**src/rtl/alu_seq.sv**
```systemverilog
// Multi-cycle ALU: single-step arithmetic/logic, iterative shifts, lowest-differing-bit scan
// and shift-add multiply behind valid/ready handshakes, with result and flags registered.
module alu_seq #(
  parameter int WIDTH      = 32,
  parameter int SHW        = $clog2(WIDTH) + 1,
  parameter int ENABLE_MUL = 1
) (
  input  logic             clk,
  input  logic             rst,
  input  logic             in_valid,
  output logic             in_ready,
  input  logic [WIDTH-1:0] input1,
  input  logic [WIDTH-1:0] input2,
  input  logic [4:0]       control_ALUop,
  output logic             out_valid,
  input  logic             out_ready,
  output logic [WIDTH-1:0] result,
  output logic             carry,
  output logic             zero_flag,
  output logic             sign_bit
);

  typedef enum logic [1:0] {S_IDLE, S_EXEC, S_DONE} state_t;
  typedef enum logic [2:0] {K_SINGLE, K_SHL, K_SHR, K_SRA, K_DIFF, K_MUL} kind_t;

  localparam logic [WIDTH-1:0] LP_W  = WIDTH'(WIDTH);
  localparam logic [SHW-1:0]   LP_WS = SHW'(WIDTH);

  state_t             r_state, w_next_state;
  kind_t              r_kind, w_kind;
  logic [WIDTH-1:0]   r_a, r_b, r_acc;
  logic [SHW-1:0]     r_cnt;

  logic               w_accept, w_is_add, w_carry, w_start_exec, w_last;
  logic [WIDTH-1:0]   w_single, w_direct, w_step_acc, w_final;
  logic [WIDTH:0]     w_sum_full, w_neg_full;
  logic [SHW-1:0]     w_amt;

  assign in_ready   = (r_state == S_IDLE) && !rst;
  assign out_valid  = (r_state == S_DONE);
  assign w_accept   = in_valid && in_ready;
  assign w_sum_full = {1'b0, input1} + {1'b0, input2};
  assign w_neg_full = {1'b0, ~input2} + (WIDTH+1)'(1);
  assign w_amt      = (input2 >= LP_W) ? LP_WS : input2[SHW-1:0];

  // Opcode decode and the value produced when the op finishes without iterating.
  always_comb begin
    // NOTE: every always_comb output gets a default first so no path can infer a latch.
    w_kind   = K_SINGLE;
    w_single = '0;
    w_is_add = 1'b0;
    w_carry  = 1'b0;
    unique case (control_ALUop)
      5'b11111, 5'b00001, 5'b00101, 5'b00110: begin
        w_single = w_sum_full[WIDTH-1:0];
        w_is_add = 1'b1;
        w_carry  = w_sum_full[WIDTH];
      end
      5'b10000, 5'b00010: begin
        w_single = w_neg_full[WIDTH-1:0];
        w_is_add = 1'b1;
        w_carry  = w_neg_full[WIDTH];
      end
      5'b00011:                 w_single = input1 & input2;
      5'b00100:                 w_single = input1 ^ input2;
      5'b01000, 5'b01001, 5'b00111: w_single = input1;
      5'b10001, 5'b10100:       w_kind = K_SHL;
      5'b10010, 5'b10101:       w_kind = K_SHR;
      5'b10011, 5'b10110:       w_kind = K_SRA;
      5'b01111:                 w_kind = K_DIFF;
      5'b11000:                 if (ENABLE_MUL != 0) w_kind = K_MUL;
      default: ;
    endcase

    w_start_exec = 1'b0;
    w_direct     = w_single;
    unique case (w_kind)
      K_SHL, K_SHR, K_SRA: begin
        w_start_exec = (w_amt != '0);
        w_direct     = input1;
      end
      K_DIFF: begin
        w_start_exec = (input1 != input2);
        w_direct     = LP_W;
      end
      K_MUL:   w_start_exec = 1'b1;
      default: ;
    endcase
  end

  // One iteration step; w_last flags the step whose output is the final result.
  always_comb begin
    w_step_acc = r_acc;
    w_last     = (r_cnt == SHW'(1));
    w_final    = w_step_acc;
    unique case (r_kind)
      K_SHL:  w_step_acc = r_acc << 1;
      K_SHR:  w_step_acc = r_acc >> 1;
      K_SRA:  w_step_acc = {r_acc[WIDTH-1], r_acc[WIDTH-1:1]};
      K_MUL:  w_step_acc = r_acc + (r_b[0] ? r_a : '0);
      K_DIFF: w_step_acc = r_acc >> 1;
      default: ;
    endcase
    if (r_kind == K_DIFF) begin
      w_last  = r_acc[0];
      w_final = WIDTH'(r_cnt);
    end else begin
      w_final = w_step_acc;
    end
  end

  always_comb begin
    w_next_state = r_state;
    unique case (r_state)
      S_IDLE:  if (w_accept) w_next_state = w_start_exec ? S_EXEC : S_DONE;
      S_EXEC:  if (w_last) w_next_state = S_DONE;
      S_DONE:  if (out_ready) w_next_state = S_IDLE;
      default: w_next_state = S_IDLE;
    endcase
  end

  always_ff @(posedge clk) begin
    if (rst) r_state <= S_IDLE;
    else     r_state <= w_next_state;
  end

  // NOTE: only architecturally visible outputs are reset; operand/iteration registers
  // are always reloaded on accept before they are read, so they carry no reset.
  always_ff @(posedge clk) begin
    if (rst) begin
      result    <= '0;
      carry     <= 1'b0;
      zero_flag <= 1'b0;
      sign_bit  <= 1'b0;
    end else if (w_accept) begin
      r_kind <= w_kind;
      r_a    <= input1;
      r_b    <= input2;
      unique case (w_kind)
        K_DIFF: begin r_acc <= input1 ^ input2; r_cnt <= '0;    end
        K_MUL:  begin r_acc <= '0;              r_cnt <= LP_WS; end
        default: begin r_acc <= input1;         r_cnt <= w_amt; end
      endcase
      if (w_is_add) carry <= w_carry;
      if (!w_start_exec) begin
        result    <= w_direct;
        zero_flag <= (w_direct == '0);
        sign_bit  <= w_direct[WIDTH-1];
      end
    end else if (r_state == S_EXEC) begin
      r_acc <= w_step_acc;
      r_a   <= r_a << 1;
      r_b   <= r_b >> 1;
      r_cnt <= (r_kind == K_DIFF) ? r_cnt + SHW'(1) : r_cnt - SHW'(1);
      if (w_last) begin
        result    <= w_final;
        zero_flag <= (w_final == '0);
        sign_bit  <= w_final[WIDTH-1];
      end
    end
  end

endmodule
```
**config.mk**
```make
export PLATFORM = sky130hd
export DESIGN_NAME = alu_seq
export DESIGN_NICKNAME = d
export VERILOG_FILES = /design/src/rtl/alu_seq.sv
export SDC_FILE = /design/constraint.sdc
export NUM_CORES = 1
export LEC_CHECK = 0
export ABC_AREA = 1
export BUFFER_PORTS_ARGS = -buffer_cell sky130_fd_sc_hd__buf_2
export CAP_MARGIN = 0
export CELL_PAD_IN_SITES_DETAIL_PLACEMENT = 1
export CELL_PAD_IN_SITES_GLOBAL_PLACEMENT = 1
export CORE_ASPECT_RATIO = 2
export CORE_MARGIN = 2
export CORE_UTILIZATION = 35
export CTS_CLUSTER_DIAMETER = 40
export CTS_CLUSTER_SIZE = 14
export DETAILED_ROUTE_END_ITERATION = 10
export GPL_ROUTABILITY_DRIVEN = 0
export PLACE_DENSITY_LB_ADDON = 0.1
export SLEW_MARGIN = 10
export SYNTH_ARGS = -nofsm -noshare
export SYNTH_HDL_FRONTEND = slang
export SYNTH_SLANG_ARGS = --single-unit
export TNS_END_PERCENT = 5
```
**constraint.sdc**
```tcl
create_clock -name clk -period 7.4 [get_ports clk]
set_input_delay 0 -clock clk [delete_from_list [all_inputs] [get_ports clk]]
set_output_delay 0 -clock clk [all_outputs]
set_load 0.1 [all_outputs]
```
==> flow_summary.toml <==
[synth]
synth_area_leader_cell = "edfxtp_1"
yosysUniqueCellTypes = 59
synthArstFlopShare = 0
synth-seq-cells = 141
synth.area.top_cells = "edfxtp_1 (21%), nand2_1 (17%), inv_1 (8.6%)"
synth_area_per_cell_um2 = 6.25
synth_area_um2 = 14900
synth-seq-area-share = 0.260
synthCells = 2378
synth_ff_type = "edfxtp_1"
synth_edf_count = 105
yosysTopAreaCellShare = 0.212
yosysWarnings = 0
synth_fp_nets = 2520

[layout]
final_cell_mix = "nand2_1 (689), inv_1 (340), nand3_1 (236)"
final_common_cell = "nand2_1"
finalNetCount = 2603
drive_above_1_share = 0.102
n_fill_cell = 5715
area_growth_syn_to_layout_pct = 11.5

[clock_network]
clk_pin_slew_ps = 70
htree_num_levels = 4
post_cts_buffers = 0
clock_latency_ps = 470
clockRootBuffer = "clkbuf_16"
cts_tree = "done"
cts.sinks = 141
cts_buffers = 17
clock_path_buffers = 2

[worst_setup_path]
critPathMaxFanout = 32
end_kind = "flip-flop"
r2r-start = "r_b[0]$_DFFE_PP_"
start_kind = "flip-flop"
r2r_cells = 24
path_class = "flip-flop to flip-flop"
cp.arrival_ps = 3980
worstReg2RegEnd = "zero_flag$_SDFFE_PP0P_"
critical_path_required_ps = 7760
r2r_setup_slack_ps = 3780

[sta]
fin_crit_ps = 3620
setup-violations-final = 0
finalSetupTns_ps = 0
slew_headroom = 0.377
fin_crit_sh = 0.489
skew_ps = 14.0
maxSlewViolCount = 0
clock.fmax_ghz = 0.276
hold_viol_final = 0
tightest_slew_ps = 931
rsz0062_at_grt = "no"

[routing]
ant_nets = 0
drcViolationCount = 0
drtPass1Iterations = 5
met1_length_mm = 25.9
num_vias = 16906
top_layer = "met4"
dr_wl_met2_mm = 36.8
wl_met3_mm = 2.36
wl_per_cell_um = 23.5
viasPerCell = 5.61
routed_wl_mm = 70.9
initialDrtViolationCount = 999

[floorplan]
core_region_area_um2 = 41900
top_level_ports = 110
start_util = 0.355
die-area_um2 = 44300
num_rows = 106
die_h_um = 296
die-width_um = 150

[hold_path]
hold_depth = 3
hold_path.class = "input port to flip-flop"
worstHoldEndpoint = "r_b[11]$_DFFE_PP_"
min_from = "input2[11]"

[global_routing]
grt_pass1_wl_mm = 107
grt_pass1_vias = 18025
grt_usage = 0.325
antenna_found_initial = 1
globalRouteOverflowTotal = 0
grt_max_degree = 86

[power_and_ir_drop]
ir_worst_vdd_v = 0.000151
power.net_switching_mw = 1.31
power_switching_share = 0.429
p_leak_nw = 8.00
power_frac_seq = 0.324
power_per_cell_area_nw_per_um2 = 184
p_total_mw = 3.05
internal_power_mw = 1.74
p_clk_frac = 0.308
pwr-share-comb = 0.369

[outcome]
status = "completed"

[job]
maxCapViolCount = 0

[place]
port_buffers = 109
hpwl_mm = 58.0
synth_stat cells (28+ instances only):
cell type and number:
inv_1 340, nand2_1 691, dfxtp_1 36, nand3_1 236, clkbuf_1 28, o211ai_1 49
a21oi_1 111, edfxtp_1 105, o221ai_1 32, nand4_1 40, o21ai_0 140, ha_1 67
nor2_1 234
power by group through the flow:
stage / combinational, mW / clock [mW] / sequential [mW]
after floorplan: 0.658 / 0 / 1.10
after global placement: 1.08 / 0 / 1.00
after detailed placement: 1.10 / 0 / 1.00
after CTS: 1.12 / 0.952 / 0.985
after global routing: 1.23 / 0.976 / 0.992
final: 1.12 / 0.937 / 0.986
layer usage:
metal,up-vias,global-route usage
li1,8082,-
met1,8151,0.336
met2,465,0.596
met3,208,0.0406
met4,0,0.232
met5,-,0
state kept, by name, summed over array words and instances, names as in the netlist:
signal / count
r_a: 32
r_acc: 32
r_b: 32
result: 32
r_cnt: 6
r_kind: 3
r_state: 2
carry: 1
zero_flag: 1
cell families after synthesis:
| kind of cell | Yosys count | share of synthesized area |
|---|---|---|
| compound gates | 406 | 0.169 |
| xor+xnor | 7 | 0.00412 |
| buf+inv | 438 | 0.120 |
| fa+ha+maj | 69 | 0.0591 |
| flops | 141 | 0.260 |
| mux | 1 | 0.000757 |
| simple gates | 1316 | 0.386 |
worst max path at each step:
stage / startpoint / cells past startpoint / to / slack (ps)
after floorplan: r_state[0]$_SDFFE_PP0P_ / 8 / r_a[0]$_SDFFCE_PN0P_ / 2060
after global placement: r_b[0]$_DFFE_PP_ / 24 / zero_flag$_SDFFE_PP0P_ / 3810
after detailed placement: r_b[0]$_DFFE_PP_ / 24 / zero_flag$_SDFFE_PP0P_ / 3810
after CTS: r_b[0]$_DFFE_PP_ / 24 / zero_flag$_SDFFE_PP0P_ / 3790
after global routing: r_b[0]$_DFFE_PP_ / 24 / zero_flag$_SDFFE_PP0P_ / 3540
final: r_b[0]$_DFFE_PP_ / 24 / zero_flag$_SDFFE_PP0P_ / 3780
metrics by stage:
stage	instance area, um^2	instances	setup slack, ps	util	hold slack [ps]
final	16600	3015	3780	0.396	17.0
after global routing	16600	3015	3540	0.396	14.8
after floorplan	14900	2378	2060	-	69.1
after detailed placement	15700	2958	3810	0.376	314
after global placement	15700	2958	3810	0.376	312
after CTS	16600	3014	3790	0.396	1.39
repair_timing:
action                    4_1_cts  5_1_grt
hold buffers                   24        0
resized for setup               0        0
hold endpoints to repair       27        0
critical path, cell delays in order, from the launching register on:
cell      delay (ps)
edfxtp_1         330
buf_4            330
nand2_1           90
inv_1             70
ha_1             170
inv_1             60
fa_1             400
inv_1             90
nand2_1           80
nand3_1          160
nand2_1          100
nand2_1          170
nand2_1          100
nand4_1           90
nand3_1          130
nand2_1          120
nand2_1          210
nor2_1           330
nor2_1            90
nand2_1          130
nor2_2            40
nand2_1           50
nand3_1           60
nand2_1           70
inv_1             30
final cells by class:
cell class | instances | area [um^2] | area share
diodes | 1 | 2.50 | 0.000151
clock buffers | 19 | 464 | 0.0280
clock inverters | 13 | 143 | 0.00860
inverters | 361 | 1360 | 0.0818
multi-input cells | 1799 | 9230 | 0.556
flip-flops and latches | 141 | 3870 | 0.234
well taps | 540 | 676 | 0.0407
repair buffers | 141 | 846 | 0.0510
No activity file was read; power rests on OpenSTA's default activity.
